### config.mk
export PLATFORM = sky130hd
export DESIGN_NAME = song_reader
export DESIGN_NICKNAME = d
export VERILOG_FILES = /design/src/rtl/song_reader.sv
export SDC_FILE = /design/constraint.sdc
export NUM_CORES = 1
export LEC_CHECK = 0
export ABC_AREA = 1
export CAP_MARGIN = 20
export CELL_PAD_IN_SITES_DETAIL_PLACEMENT = 1
export CELL_PAD_IN_SITES_GLOBAL_PLACEMENT = 1
export CORE_ASPECT_RATIO = 1.25
export CORE_MARGIN = 2
export CORE_UTILIZATION = 45
export DETAILED_ROUTE_END_ITERATION = 10
export DONT_BUFFER_PORTS = 1
export GPL_TIMING_DRIVEN = 0
export PLACE_DENSITY = 0.9
export SETUP_SLACK_MARGIN = 0.05
export SLEW_MARGIN = 20
export SYNTH_ARGS = -nofsm -noshare
export SYNTH_HDL_FRONTEND = slang
export SYNTH_SLANG_ARGS = --single-unit
### constraint.sdc
create_clock -name clk -period 4.96 [get_ports clk]
set_input_delay 1.24 -clock clk [delete_from_list [all_inputs] [get_ports clk]]
set_output_delay 1.24 -clock clk [all_outputs]
set_load 0.005 [all_outputs]
### src/rtl/song_reader.sv
// song_reader: walks the song ROM one note at a time and hands each
// {note, duration} pair to the note player.
//
// Each ROM word is {note[11:6], duration[5:0]}, with 32 entries per song.
// A duration of zero marks the end of the song.
//
// Optional feature: define SONG_READER_LOOP_EN to make a finished song
// restart at index 0. With the macro undefined, DONE is terminal until
// reset_player is pulsed or the song select changes.
module song_reader (
    input  logic        clk,
    input  logic        reset,
    input  logic        play,
    input  logic        reset_player,
    input  logic [3:0]  song,
    input  logic        note_done,
    output logic [8:0]  rom_addr,
    input  logic [11:0] rom_data,
    output logic [5:0]  note,
    output logic [5:0]  duration,
    output logic        new_note,
    output logic        song_done
);

    typedef enum logic [2:0] {
        IDLE     = 3'd0,
        FETCH    = 3'd1,
        WAIT_ROM = 3'd2,
        EMIT     = 3'd3,
        HOLD     = 3'd4,
        DONE     = 3'd5
    } state_e;

    state_e      state_q, state_d;
    logic [4:0]  index_q, index_d;
    logic [3:0]  song_q, song_d;
    logic [5:0]  note_q, note_d;
    logic [5:0]  dur_q, dur_d;
    logic        song_done_q, song_done_d;

    logic        restart;
    logic [5:0]  rom_note;
    logic [5:0]  rom_dur;

    assign rom_note = rom_data[11:6];
    assign rom_dur  = rom_data[5:0];

    // A song select that differs from the one latched at the last fetch
    // restarts the player, just like reset_player. IDLE is excluded because
    // IDLE already is the restart state and the new song is latched on
    // leaving it; without the exclusion play could never start a new song.
    assign restart = reset_player || ((state_q != IDLE) && (song != song_q));

    // The ROM address is purely combinational, so it follows the song
    // input with index 0 while the block is held in reset.
    assign rom_addr  = {song, index_q};
    assign note      = note_q;
    assign duration  = dur_q;
    assign song_done = song_done_q;

    // new_note is gated by play: a paused EMIT holds off the pulse until
    // play returns.
    assign new_note  = (state_q == EMIT) && play;

    // Next-state logic: restart first, then the loop-mode exit from DONE,
    // then normal progress only while play is high.
    always_comb begin
        state_d     = state_q;
        index_d     = index_q;
        song_d      = song_q;
        note_d      = note_q;
        dur_d       = dur_q;
        song_done_d = 1'b0;

        if (restart) begin
            state_d = IDLE;
            index_d = 5'd0;
        end else if (state_q == DONE) begin
`ifdef SONG_READER_LOOP_EN
            // DONE lasts one cycle (the song_done pulse); then the song starts again.
            index_d = 5'd0;
            if (play) begin
                state_d = FETCH;
                song_d  = song;
            end else begin
                state_d = IDLE;
            end
`else
            state_d = DONE;
`endif
        end else if (play) begin
            case (state_q)
                IDLE: begin
                    state_d = FETCH;
                    song_d  = song;
                end
                FETCH: begin
                    state_d = WAIT_ROM;
                end
                WAIT_ROM: begin
                    if (rom_dur == 6'd0) begin
                        state_d     = DONE;
                        song_done_d = 1'b1;
                    end else begin
                        note_d  = rom_note;
                        dur_d   = rom_dur;
                        state_d = EMIT;
                    end
                end
                EMIT: begin
                    state_d = HOLD;
                end
                HOLD: begin
                    if (note_done) begin
                        if (index_q == 5'd31) begin
                            state_d     = DONE;
                            song_done_d = 1'b1;
                        end else begin
                            index_d = index_q + 5'd1;
                            state_d = FETCH;
                            song_d  = song;
                        end
                    end
                end
                default: begin
                    state_d = IDLE;
                    index_d = 5'd0;
                end
            endcase
        end
    end

    // State and output registers, with an asynchronous active-low reset.
    always_ff @(posedge clk or negedge reset) begin
        if (!reset) begin
            state_q     <= IDLE;
            index_q     <= 5'd0;
            song_q      <= 4'd0;
            note_q      <= 6'd0;
            dur_q       <= 6'd0;
            song_done_q <= 1'b0;
        end else begin
            state_q     <= state_d;
            index_q     <= index_d;
            song_q      <= song_d;
            note_q      <= note_d;
            dur_q       <= dur_d;
            song_done_q <= song_done_d;
        end
    end

endmodule

==> results.md <==
- For flop-to-flop paths, the worst setup slack is 3.12 ns.
- In the final layout, the share of cells above drive strength 1 is 0.162.
- The type of origin of the critical path is an input pin.
- After detailed routing, the number of remaining DRC violations is 0.
- Dividing the synthesized area by the synthesized cell count gives approximately 7.6 sq um.
- In this run the remaining antenna-violating nets after routing total 0.
- The cell-internal power is about 460 uW.
- The largest delay contributor family on the critical path is simple AND/OR/NAND/NOR gates.
- For this run, the detailed router's first-pass iteration total came to 4.
- The maximum fanout encountered on the critical timing path is 3.
- The core box area is 3450 sq um.
- The via count of the first global-routing pass is about 1400.
- The logic gate share of total power is 0.432.
- For the final routed database, the setup TNS stands at 0 ns.
- The overall die height is between 70 and 80 microns.
- The share of the synthesized area in the top cell type is 0.390.
- The flow ran to the end, and the final reports show no timing, DRC or antenna violations.
- Measured on the finished design, the core utilization comes to 0.493.
- In the global route stage, overall resource usage came out at 0.195.
- The critical path buffer and inverter count is 1.
- Of all cell types, the one taking the most synthesized area is sky130_fd_sc_hd__dfrtp_1.
- The part of the total power dissipated in sequential elements is 0.407.
- Pin placement for this block handled 44 I/O pins.
- Summed over all layers, the routed wires come to 3610 microns.
- Routability-driven placement finished with a final weighted congestion of between 0.7 and 0.8.
- In the finished design, the share of the clock period the worst path needs comes to 0.563.
- The initial antenna violation count was 0.
- The filler cells instantiated in the layout total roughly 450.
- For this run, the register share of the synthesized area comes to 0.390.
- Clock skew on the completed layout was measured at 0.00180 ns.
- The number of buffers inserted to repair setup after CTS is 0.
- The global-route wire length before repair is 6200 microns.
- The maximum clock path buffer count is 2.
- Summed over all layers, the global routing overflow is 0.
- The number of buffers created by CTS is 3.
- Synthesis produced a netlist with a net count of around 240.
- The distinct cell type count after synthesis is 30.
- The cell chosen for the clock root is sky130_fd_sc_hd__clkbuf_8.
- Total power for the finished layout comes to slightly above 800 uW.
- The fraction of power consumed by the clock network is 0.161.
- From synthesis to final layout, the design area changed by 6.16%.
- STA puts the critical path data arrival time at around 1.6 ns.
- The path class of the tightest hold or removal check is flop to flop.
- By count the netlist is led by 58 x sky130_fd_sc_hd__nand2_1, 29 x sky130_fd_sc_hd__inv_1, 25 x sky130_fd_sc_hd__dfrtp_1, 23 x sky130_fd_sc_hd__nand3_1, 21 x sky130_fd_sc_hd__nor2_1.
- Input and output buffers added on the ports amount to 0.
- CTS built an H-tree with a depth of 1.
- Dividing the detail-routed wire length by the instance count gives about 14 microns.
- The final critical path time including I/O delays and setup is between 2 and 3 ns.
- In the synthesized netlist, the number of instances is 212.
- The later pin in the worst-skew pair is clocked with a latency of around 0.28 ns.
- After synthesis, the cell types taking the most area are sky130_fd_sc_hd__dfrtp_1 39%, sky130_fd_sc_hd__nand2_1 14%, sky130_fd_sc_hd__nand3_1 7.2%.
- STA puts the critical path data required time at roughly 3.7 ns.
- After clock tree synthesis, the clock-pin slew on the worst setup and hold paths is approximately 0.1 ns.
- The initial standard-cell utilization of the core is 0.465.
- At the pin with the least slew margin, the transition time is 0.431 ns.
- The maximum number of pins on one net before global-route repair is 26.
- The worst-case headroom to the max-slew limit is 0.713.
- After synthesis the netlist holds a flip-flop and latch count of 25.
- The dominant register cell in the synthesized netlist is sky130_fd_sc_hd__dfrtp_1.
- The count of pins over their slew limit is 0.
- The starting DRC count in detailed routing is between 40 and 50.
- The critical path endpoint category is an output pin.
- For this run, the slowest stage of the critical path takes approximately 0.25 ns.
- Hold repair after CTS inserted 0 buffers.
- The number of nets in the layout is 240.
- The final hold violation count is 0.
- The power per cell area is 485 nW/um^2.
- The origin of the worst min-delay path is song_q[1].
- The endpoint identified for the worst register-to-register timing path is song_q[3].
- 0 antenna diodes ended up in the layout.
- Yosys printed 0 warnings.
- The worst setup path is of the input pin to output pin kind.
- The detailed-route vias per instance is 5.22.
- The number of flops mapped to enable cells by yosys is 0.
- The die covers between 4000 and 5000 sq um.
- The worst register-to-register path begins at index_q[0].
- The worst ir drop on vdd is roughly 260 uV.
- The CTS tree is yes.
- Measured in cells, the most critical reg-to-reg path has a length of 10.
- The total via count after detailed routing is roughly 1300.
- The signal on the critical path passes through inv_1, nor3_1.
- The proportion of synthesized flip-flops having asynchronous set or reset is 1.00.
- The analysis attributes to cell leakage a power of 0.867 nW.
- The floorplan has 24 rows.
- The die is approximately 57 microns wide.
- Setup violations remaining at the end of the flow were counted as 0.
- The number of cells on the worst hold path is 2.
- The number of maximum-capacitance constraint violations is 0.
- The switching part of the total power is 0.439.
- The post-synthesis cell area is 1610 sq um.
- The most common cell in the synthesized netlist is sky130_fd_sc_hd__nand2_1.
- Setup repair after global routing left no endpoint under its margin.
- The library cell contributing the largest single delay on the critical path is sky130_fd_sc_hd__nor3_1.
- The HPWL after detailed placement is between 2000 and 3000 microns.
- The reported net switching power is around 360 uW.
- The sink of the worst hold path is song_q[1].
- The number of sinks on the clock net is 25.
- The quantity of gates resized following cts is 0.
- The maximum clock rate is about 0.36 GHz.
==> sequential cells by signal, indices dropped and copies added, names as in the netlist <==
| name | flops |
|---|---|
| duration | 6 |
| note | 6 |
| index_q | 5 |
| song_q | 4 |
| state_q | 3 |
| song_done | 1 |
==> area by class of cell <==
class | count | area, sq um | area share
flip-flops and latches | 25 | 626 | 0.367
clock buffers | 3 | 41.3 | 0.0242
clock inverters | 1 | 8.76 | 0.00514
inverters | 35 | 133 | 0.0778
plain buffers | 8 | 63.8 | 0.0374
multi-input cells | 144 | 783 | 0.460
well taps | 39 | 48.8 | 0.0286
==> power by group through the flow <==
stage / logic, mW / clock network, mW / registers, mW
global placement: 0.345 / 0 / 0.340
global route: 0.409 / 0.143 / 0.346
floorplan: 0.298 / 0 / 0.325
CTS: 0.363 / 0.137 / 0.339
detailed placement: 0.360 / 0 / 0.344
finish: 0.357 / 0.133 / 0.337
==> per-stage QoR <==
| step | area [sq um] | setup WS (ns) | cells | hold WS (ns) |
|---|---|---|---|---|
| detailed placement | 1650 | 2.15 | 251 | 0.490 |
| finish | 1700 | 2.17 | 255 | 0.505 |
| global placement | 1650 | 2.14 | 251 | 0.479 |
| global route | 1700 | 2.12 | 255 | 0.546 |
| floorplan | 1610 | 2.22 | 212 | 0.464 |
| CTS | 1700 | 2.15 | 255 | 0.514 |
==> cell usage in the layout, fill, tap and decap left out, types with 2 or more instances in the layout <==
| cell | Yosys | layout |
|---|---|---|
| sky130_fd_sc_hd__nand2_2 | 2 | 2 |
| sky130_fd_sc_hd__nand2_1 | 58 | 58 |
| sky130_fd_sc_hd__buf_6 | 2 | 2 |
| sky130_fd_sc_hd__clkbuf_8 | 0 | 3 |
| sky130_fd_sc_hd__ha_1 | 2 | 2 |
| sky130_fd_sc_hd__o21ai_1 | 2 | 2 |
| sky130_fd_sc_hd__nor2_1 | 21 | 21 |
| sky130_fd_sc_hd__o21ai_0 | 2 | 2 |
| sky130_fd_sc_hd__nor2_4 | 2 | 2 |
| sky130_fd_sc_hd__buf_4 | 5 | 5 |
| sky130_fd_sc_hd__nand2_4 | 5 | 5 |
| sky130_fd_sc_hd__nor2_2 | 3 | 3 |
| sky130_fd_sc_hd__inv_2 | 4 | 4 |
| sky130_fd_sc_hd__dfrtp_1 | 25 | 25 |
| sky130_fd_sc_hd__o21bai_1 | 12 | 12 |
| sky130_fd_sc_hd__inv_1 | 29 | 29 |
| sky130_fd_sc_hd__nand3_1 | 23 | 23 |
| sky130_fd_sc_hd__nand3_2 | 2 | 2 |
==> metal layers <==
metal  GRT usage  up-vias  part of all wire
li1            -      659                 -
met5           0        -                 0
met3      0.0402        4             0.054
met2       0.366       31              0.55
met1       0.205      636              0.39
met4      0.0775        0             0.013
==> how the worst max path moves through the flow <==
stage | end | depth (start not counted) | slack, ns | from
detailed placement | new_note | 2 | 2.15 | play
floorplan | new_note | 2 | 2.22 | play
global route | new_note | 2 | 2.12 | play
finish | new_note | 2 | 2.17 | play
global placement | new_note | 2 | 2.14 | play
CTS | new_note | 2 | 2.15 | play
==> kinds of logic after synthesis <==
logic type                 after synthesis  share of synthesized area
and+or+nand+nor                        122                      0.380
AOI/OAI and AO/OA                       19                     0.0873
adders and majority gates                2                     0.0156
buffers and inverters                   43                      0.122
xor gates and xnor gates                 1                    0.00546
DFF                                     25                      0.390
Power figures use the tool's default switching activity.
